File: src/rtl/nibbler_pkg.sv
// nibbler_pkg: shared types for the nibble datapath serial port.
//   nibble_t   : 4-bit datapath word
//   tx_state_t : transmitter FSM states
// PARITY exists in the enum in every build. It is only reachable when the
// NIBBLE_TX_PARITY_EN macro is defined.
package nibbler_pkg;

    localparam int NIBBLE_W = 4;

    typedef logic [NIBBLE_W-1:0] nibble_t;

    typedef enum logic [2:0] {
        IDLE   = 3'd0,
        START  = 3'd1,
        DATA   = 3'd2,
        PARITY = 3'd3,
        STOP   = 3'd4
    } tx_state_t;

endpackage

File: src/rtl/nibble_fifo.sv
// nibble_fifo: DEPTH-entry circular buffer of nibbles.
//   clk, reset : clock and synchronous active-high reset
//   push, din  : write strobe and data. A push while full is ignored,
//                unless a pop happens on the same edge.
//   pop        : removes the head entry. It is ignored while empty.
//   dout       : head entry. It is valid while !empty.
//   count      : number of entries held (0..DEPTH)
//   full/empty : count==DEPTH / count==0
import nibbler_pkg::*;

module nibble_fifo #(
    parameter int DEPTH = 4
) (
    input  logic                     clk,
    input  logic                     reset,
    input  logic                     push,
    input  logic                     pop,
    input  nibble_t                  din,
    output nibble_t                  dout,
    output logic [$clog2(DEPTH):0]   count,
    output logic                     full,
    output logic                     empty
);

    localparam int PW = $clog2(DEPTH);

    nibble_t         mem [DEPTH];
    logic [PW-1:0]   wptr;
    logic [PW-1:0]   rptr;
    logic            do_push;
    logic            do_pop;

    assign full  = (count == (PW+1)'(DEPTH));
    assign empty = (count == '0);
    assign dout  = mem[rptr];

    // When the buffer is full, a push on the same edge as a pop takes the slot
    // that the pop frees.
    assign do_pop  = pop && !empty;
    assign do_push = push && (!full || do_pop);

    always_ff @(posedge clk) begin
        if (reset) begin
            wptr  <= '0;
            rptr  <= '0;
            count <= '0;
        end else begin
            if (do_push) begin
                mem[wptr] <= din;
                wptr      <= wptr + 1'b1;
            end
            if (do_pop) begin
                rptr <= rptr + 1'b1;
            end
            case ({do_push, do_pop})
                2'b10:   count <= count + 1'b1;
                2'b01:   count <= count - 1'b1;
                default: count <= count;
            endcase
        end
    end

endmodule

File: src/rtl/nibble_tx.sv
// nibble_tx: buffered UART-style serial output for accumulator nibbles.
// Each frame is a start bit (0), then D[0]..D[3] LSB first, then a stop bit (1).
// Every bit is held for DIV clocks.
// Compile-time option NIBBLE_TX_PARITY_EN: this adds an even-parity bit
// (XOR of D) before the stop bit.
//   clk      : system clock
//   reset    : synchronous, active-high. It aborts any frame in progress.
//   enable   : write strobe. D is captured on a rising edge while high.
//   D        : nibble to send
//   full     : buffer holds DEPTH nibbles
//   overflow : sticky. Set when a write is dropped because the buffer is full.
//   busy     : a frame is on the line or the buffer is non-empty
//   tx       : serial line. It idles high.
// Handshake: enable has no backpressure. A write is accepted if the buffer is
// not full, or if the transmitter pops on that same edge. Any other write is
// dropped and overflow is set.
import nibbler_pkg::*;

module nibble_tx #(
    parameter int DIV   = 4,
    parameter int DEPTH = 4
) (
    input  logic    clk,
    input  logic    reset,
    input  logic    enable,
    input  nibble_t D,
    output logic    full,
    output logic    overflow,
    output logic    busy,
    output logic    tx
);

    localparam int PW = $clog2(DEPTH);

    tx_state_t       state;
    tx_state_t       state_next;
    logic [7:0]      div_cnt;
    logic [1:0]      bit_cnt;
    nibble_t         shift;
    logic            div_last;
    logic            pop;
    logic            empty;
    nibble_t         head;
    logic [PW:0]     count;
`ifdef NIBBLE_TX_PARITY_EN
    logic            par;
`endif

    nibble_fifo #(.DEPTH(DEPTH)) u_fifo (
        .clk   (clk),
        .reset (reset),
        .push  (enable),
        .pop   (pop),
        .din   (D),
        .dout  (head),
        .count (count),
        .full  (full),
        .empty (empty)
    );

    assign div_last = (div_cnt == 8'(DIV - 1));
    assign busy     = (state != IDLE) || (count != '0);

    // Next-state logic and Moore outputs. tx depends only on registered state,
    // so the line returns to 1 on the edge where IDLE is entered.
    always_comb begin
        state_next = state;
        pop        = 1'b0;
        tx         = 1'b1;
        case (state)
            IDLE: begin
                if (!empty) begin
                    pop        = 1'b1;
                    state_next = START;
                end
            end
            START: begin
                tx = 1'b0;
                if (div_last) state_next = DATA;
            end
            DATA: begin
                tx = shift[0];
                if (div_last && bit_cnt == 2'd3) begin
`ifdef NIBBLE_TX_PARITY_EN
                    state_next = PARITY;
`else
                    state_next = STOP;
`endif
                end
            end
`ifdef NIBBLE_TX_PARITY_EN
            PARITY: begin
                tx = par;
                if (div_last) state_next = STOP;
            end
`endif
            STOP: begin
                tx = 1'b1;
                if (div_last) begin
                    // The next frame starts right after the stop bit, with no idle gap.
                    if (!empty) begin
                        pop        = 1'b1;
                        state_next = START;
                    end else begin
                        state_next = IDLE;
                    end
                end
            end
            default: state_next = IDLE;
        endcase
    end

    always_ff @(posedge clk) begin
        if (reset) begin
            state    <= IDLE;
            div_cnt  <= '0;
            bit_cnt  <= '0;
            shift    <= '0;
            overflow <= 1'b0;
`ifdef NIBBLE_TX_PARITY_EN
            par      <= 1'b0;
`endif
        end else begin
            state <= state_next;
            if (pop) begin
                shift   <= head;
                bit_cnt <= '0;
                div_cnt <= '0;
`ifdef NIBBLE_TX_PARITY_EN
                par     <= ^head;
`endif
            end else if (state != IDLE) begin
                if (div_last) begin
                    div_cnt <= '0;
                    if (state == DATA) begin
                        shift   <= {1'b0, shift[3:1]};
                        bit_cnt <= bit_cnt + 1'b1;
                    end
                end else begin
                    div_cnt <= div_cnt + 1'b1;
                end
            end
            // A write is dropped only if the slot is not freed on the same edge.
            if (enable && full && !pop) begin
                overflow <= 1'b1;
            end
        end
    end

endmodule

File: config.mk
export PLATFORM = sky130hd
export DESIGN_NAME = nibble_tx
export DESIGN_NICKNAME = d
export VERILOG_FILES = /design/src/rtl/nibbler_pkg.sv /design/src/rtl/nibble_fifo.sv /design/src/rtl/nibble_tx.sv
export SDC_FILE = /design/constraint.sdc
export NUM_CORES = 1
export LEC_CHECK = 0
export BUFFER_PORTS_ARGS = -buffer_cell sky130_fd_sc_hd__buf_2
export CAP_MARGIN = 0
export CORE_MARGIN = 2
export CORE_UTILIZATION = 45
export CTS_CLUSTER_DIAMETER = 60
export DETAILED_ROUTE_END_ITERATION = 16
export GPL_TIMING_DRIVEN = 0
export PLACE_DENSITY_LB_ADDON = 0.12
export SLEW_MARGIN = 20
export SYNTH_ARGS = -nofsm -noshare
export SYNTH_HDL_FRONTEND = slang
export SYNTH_HIERARCHICAL = 1
export SYNTH_SLANG_ARGS = --single-unit
File: constraint.sdc
create_clock -name clk -period 5.25 [get_ports clk]
set_input_delay 0.2625 -clock clk [delete_from_list [all_inputs] [get_ports clk]]
set_output_delay 0.2625 -clock clk [all_outputs]
set_load 0.005 [all_outputs]
==> run metrics, run 1 <==
DIE HEIGHT 70.74 um; largest cells by area after synthesis dfxtp_1, edfxtp_1, mux4_2, ha_1, xor2_1; CP max stage delay 0.47 ns; Nets 208; Max-cap violations 0; largest net degree at the start of global routing 14; initial core utilization 0.4635; Worst-Margin Slew 0.9576 ns; detailed placement HPWL 2752 um; GRT Util Overall 0.1656; io pins 11; WL per Instance 15.31 um; Synth area leader dfxtp_1; antenna violations before repair 0; first-pass GRT wire length 6382 um; H-Tree Level Count 2; Hold/Removal Path Class primary input to flop; PostCTS Resize Cnt 0; status finished clean; Residual DRC 0; Synth Net Count 191; number of global-route vias before repair 1367; end-of-flow core utilization 0.5136; Hold Buf Count CTS 0; final hold vios 0; total grt overflow 0; Cell Count, Final, Fillers Out 246; PortBufs 10; WS Path Type flop to flop; Post-synth ARST share 0; Die X 70.74 um; critical path data arrival time 3.61 ns; CTS tree yes; max-slew violations 0; layout cells sized above 1 0.1701; relative slew slack 0.3567; vias 1380; Fin Hold WS 0.1850 ns; setup TNS 0 ns; Routability Congestion 0.7578; Post-synth EDFFs 16; Routed Antenna Nets 0; Leak 0.8231 nW; Storage cell area 0.001021 sq mm; Setup violations, final 0; Die Area 0.005004 sq mm; dpl cells 238; Slowest-stage cell, CP or4_4; Buf/Inv on CP 3; Syn Area/Cell 11.39 sq um; unrepaired setup endpoints after global routing false; clock-pin slew on the worst setup and hold paths 0.08 ns; via density per instance 5.610; Fillers 403; clk_lat worst skew 0.29 ns; post-synthesis register bit count 43; Design Power 0.0009994 W; synth-to-layout area growth 10.80%; CP endpoint kind flop; Multi-input gate area 920.9 sq um; CTS Buf Count 5; Clock Path Buffers 2; CP startpoint kind flop; Max Freq 0.2947 GHz; Core Area 0.004324 sq mm; Syn Std Cell Area 0.002004 sq mm; Crit Path Max Fanout 8; PwrDens 450.0 mW/mm^2; row count 24; Worst Path Required 5.47 ns; Clock Sinks 43; clk root buf clkbuf_8; Setup Buffers After CTS 0; Initial DRC Count 169; crit path cell chain ha_1 > nor4b_4 > a21boi_2 > or4_4 > inv_2 > o31ai_1 > inv_1 > ha_1 > inv_1 > fa_1 > xor2_1 > or3_2 > a21oi_1; top-area cell type share of the netlist area 0.2697; Synth cell types 47; CP top delay family simple AND/OR/NAND/NOR gates; Post-Syn Instances 176; register area share after synthesis 0.5094; Final Skew 0.007517 ns; final worst-path cycle share 0.6463; maximum VDD drop 0.0002436 V; Routed WL 3766 um; Pre-antenna DRT Iters 5; Antenna Cells 0; ys flop type dfxtp_1; minimum clock period 3.393 ns; Ys Warns 6
==> synth_stat cells (2+ instances only) <==
master	instances
nand3b_1	2
o221a_1	3
nand2b_1	3
o21ai_0	4
nor2_1	20
edfxtp_1	16
xnor2_1	4
xor2_1	9
nor3b_1	5
ha_1	7
a211o_1	2
clkbuf_1	3
a21oi_1	5
nand4_1	3
inv_1	9
mux2i_1	4
nor3_1	7
nand3_1	3
o21ba_2	3
mux4_2	4
dfxtp_1	27
or3_1	2
nor2b_1	3
nand2_1	4
buf_2	2
==> cell usage in the layout (no fill, tap or decap), types with 4 or more instances in the layout <==
| cell | instances |
|---|---|
| dfxtp_1 | 27 |
| nor2_1 | 20 |
| edfxtp_1 | 16 |
| buf_2 | 12 |
| xor2_1 | 9 |
| inv_1 | 9 |
| nor3_1 | 7 |
| ha_1 | 7 |
| clkbuf_1 | 5 |
| a21oi_1 | 5 |
| nor3b_1 | 5 |
| clkbuf_8 | 5 |
| mux2i_1 | 4 |
| xnor2_1 | 4 |
| nand2_1 | 4 |
| o21ai_0 | 4 |
| mux4_2 | 4 |
==> cells by family (layout without fill, tap and decap cells) <==
logic type / after synthesis / count (layout) / synth area share
multiplexers: 9 / 9 / 0.07241
flip-flops: 43 / 43 / 0.5094
buffers and inverters: 16 / 34 / 0.03121
AND/OR/NAND/NOR: 62 / 62 / 0.1798
XOR/XNOR: 13 / 13 / 0.05680
adder cells (fa/ha/maj): 8 / 8 / 0.05368
AO/OA/AOI/OAI: 25 / 25 / 0.09676
==> registers in the layout, summed over array words and instances, names as in the netlist, named ones only <==
signal / count
u_fifo/wptr: 2
div_cnt: 8
state: 3
u_fifo/mem: 16
bit_cnt: 2
u_fifo/rptr: 2
u_fifo/count: 3
shift: 4
overflow: 1
==> metrics by stage <==
step | setup WS (ns) | area [sq um]
floorplan | 2.262 | 2004
global placement | 1.954 | 2120
detailed placement | 1.913 | 2120
CTS | 1.888 | 2221
global route | 1.634 | 2221
finish | 1.857 | 2221
==> worst paths after layout <==
| kind | endpoint | cells after the start | from | slack, ns |
|---|---|---|---|---|
| worst max-delay path | u_fifo/count[2]$_SDFFE_PP0P_ | 13 | div_cnt[0]$_SDFFE_PP0N_ | 1.86 |
| worst min-delay path | u_fifo/mem[2][3]$_DFFE_PP_ | 1 | D[3] | 0.19 |
| worst max register to register | u_fifo/count[2]$_SDFFE_PP0P_ | 13 | div_cnt[0]$_SDFFE_PP0N_ | 1.86 |
| worst min register to register | overflow$_SDFFE_PP0P_ | 2 | overflow$_SDFFE_PP0P_ | 0.49 |
==> worst reg2reg max path, cell delays in order, from the launching register on <==
cell      delay (ns)
dfxtp_1         0.42
ha_1            0.27
nor4b_4         0.35
a21boi_2        0.11
or4_4           0.47
inv_2           0.16
o31ai_1         0.14
inv_1           0.08
ha_1            0.18
inv_1           0.06
fa_1            0.37
xor2_1          0.16
or3_2           0.41
a21oi_1         0.15
==> report_power, final <==
part,switching [W],total (W),internal (W)
logic,0.000184,0.000333,0.000149
registers,0.0000422,0.000435,0.000393
clock network,0.000107,0.000231,0.000123
total,0.000334,0.000999,0.000665
==> layout make-up <==
class / instances / area share
buffer: 6 / 0.01127
multi-input combinational: 117 / 0.4146
tap: 52 / 0.02930
timing repair buffer: 10 / 0.02254
inverter: 10 / 0.01690
clock buffer: 8 / 0.04563
sequential: 43 / 0.4597
==> per-layer routing <==
layer	part of all wire	vias up	routed length [um]	track usage
met4	0.016	0	60	0.05660
met1	0.46	665	1729	0.2190
met3	0.048	4	180	0.04274
li1	-	667	-	-
met2	0.48	44	1796	0.2658
met5	0	-	0	0
Note: power is estimated with default switching activity, not from simulation.
==> inputs of run 2 (changes only) <==
clock period = 3.5 ns   (was 5.25 ns; I/O delays follow)
==> run 2 against run 1 <==
Compared with the run above:
- fmax grew 3.2%
- clock-buffer cell count is the same
- power grew 51%
- sequential power grew 51%
- wire length grew 0.13%
- via count shrank 0.36%
- hold slack lost 0.088 ns
- clock power grew 49%
- sequential share of layout area shrank 0.26 points
- register-to-register slack lost 1.6 ns
- largest cell class unchanged
==> run metrics, run 2 (synthesis results as in run 1) <==
DIE HEIGHT 70.74 um; worst-case hold path end point u_fifo/mem[2][3]$_DFFE_PP_; Nets 209; layout cells sized above 1 0.1795; relative slew slack 0.4600; Hold/Removal Path Class primary input to flop; Fin Hold WS 0.09733 ns; max-slew violations 0; GR peak layer met2; GRT Util Overall 0.1656; CP endpoint kind flop; clock-pin slew on the worst setup and hold paths 0.08 ns; Logic pwr share 0.335; clk_lat worst skew 0.29 ns; Initial DRC Count 126; Pre-antenna DRT Iters 4; unrepaired setup endpoints after global routing false; final hold vios 0; Psw 0.0005041 W; GRT met3 Usage 0.04274; dpl cell area 0.002120 sq mm; Reg2Reg Depth 13; internal power 0.001001 W; final worst-path cycle share 0.9392; met2 Track Usage GR 0.2658; CTS Buf Count 5; io pins 11; worst reg-to-reg setup slack 0.21 ns; Leak 0.8299 nW; top flop regs u_fifo/mem: 16 flops, div_cnt: 8 flops, shift: 4 flops; initial core utilization 0.4635; Routed WL 3771 um; commonest non-fill, non-tap cell in the layout dfxtp_1; worst r2r dst u_fifo/count[2]$_SDFFE_PP0P_; Most flops, register u_fifo/mem; number of global-route vias before repair 1367; Clock Sinks 43; first-pass GRT wire length 6382 um; via density per instance 5.567; Routed Antenna Nets 0; PortBufs 10; detailed placement HPWL 2752 um; clock share of power 0.230; Die X 70.74 um; most frequent cells in the layout dfxtp_1, nor2_1, edfxtp_1, buf_2; WHS Path Cells 1; setup TNS 0 ns; row count 24; Die Area 0.005004 sq mm; end-of-flow core utilization 0.5165; antenna violations before repair 0; fin area 0.002233 sq mm; Setup violations, final 0; Crit Path Max Fanout 8; minimum clock period 3.287 ns; largest net degree at the start of global routing 14; Antenna Cells 0; part of the power in registers 0.435; synth-to-layout area growth 11.42%; status finished clean; Routability Congestion 0.7578; critical path data arrival time 3.50 ns; switching share of power 0.3350; CP startpoint kind flop; vias 1375; Design Power 0.001505 W; Residual DRC 0; total grt overflow 0; Final Skew 0.006100 ns; max reg flops 16; worst r2r src div_cnt[0]$_SDFFE_PP0N_; Max Freq 0.3042 GHz; clk root buf clkbuf_8; Clock Path Buffers 2; Max-cap violations 0; WS Path Type flop to flop; WL per Instance 15.27 um; maximum VDD drop 0.0003650 V; Worst Path Required 3.72 ns; H-Tree Level Count 2; Worst-Margin Slew 0.8082 ns; PwrDens 673.7 mW/mm^2; met1 Use GR 0.2190; CTS tree yes; Core Area 0.004324 sq mm; Hold Path Origin D[3]
## run 2: cell types whose count changed in the layout (fill, tap and decap cells not counted), sizes merged
cell	change
buf	+1
## run 2: metal layers
metal / vias to the layer above / routed length (um)
met5: - / 0
met4: 0 / 59
met3: 4 / 160
met2: 32 / 1815
met1: 669 / 1736
li1: 670 / -
## run 2: power by group through the flow
stage | Clock, W | Combinational, W | Sequential (W)
2_1_floorplan | 0 | 0.000384 | 0.000649
3_3_place_gp | 0 | 0.000478 | 0.000663
3_5_place_dp | 0 | 0.000495 | 0.000666
4_1_cts | 0.000355 | 0.000498 | 0.000654
5_1_grt | 0.000380 | 0.000564 | 0.000670
6_report | 0.000345 | 0.000504 | 0.000655
## run 2: how the worst max path moves through the flow
| stage | end | from | slack, ns |
|---|---|---|---|
| floorplan | u_fifo/count[2]$_SDFFE_PP0P_ | div_cnt[0]$_SDFFE_PP0N_ | 0.51 |
| global placement | u_fifo/count[2]$_SDFFE_PP0P_ | u_fifo/count[0]$_SDFFE_PP0P_ | 0.20 |
| detailed placement | u_fifo/count[2]$_SDFFE_PP0P_ | div_cnt[0]$_SDFFE_PP0N_ | 0.16 |
| CTS | u_fifo/count[2]$_SDFFE_PP0P_ | div_cnt[0]$_SDFFE_PP0N_ | 0.14 |
| global route | u_fifo/count[2]$_SDFFE_PP0P_ | div_cnt[0]$_SDFFE_PP0N_ | 0.02 |
| finish | u_fifo/count[2]$_SDFFE_PP0P_ | div_cnt[0]$_SDFFE_PP0N_ | 0.21 |
## run 2: stage by stage
step | instances | setup WS [ns]
CTS | 246 | 0.1379
detailed placement | 238 | 0.1628
global route | 247 | 0.01557
finish | 247 | 0.2128
floorplan | 176 | 0.5116
global placement | 238 | 0.2036
## run 2: cell type report
class,instances,area (sq um)
plain buffers,6,25.02
clock buffers,8,101.3
fillers,403,2091
inverters,10,37.54
multi-input cells,117,925.9
flip-flops and latches,43,1021
well taps,52,65.06
repair buffers,11,57.56
## run 2: timing repair
action	4_1_cts	5_1_grt
resized for setup	0	1
hold buffers	0	0
endpoints found under the setup margin	0	1
buffers inserted	0	1
## run 2: critical path, cell delays in order (launching register included)
cell	delay (ns)
dfxtp_1	0.42
ha_1	0.27
nor4b_4	0.26
a21boi_2	0.10
or4_4	0.46
inv_2	0.16
o31ai_1	0.14
inv_1	0.08
ha_1	0.18
inv_1	0.06
fa_1	0.37
xor2_1	0.16
or3_2	0.40
a21oi_1	0.15
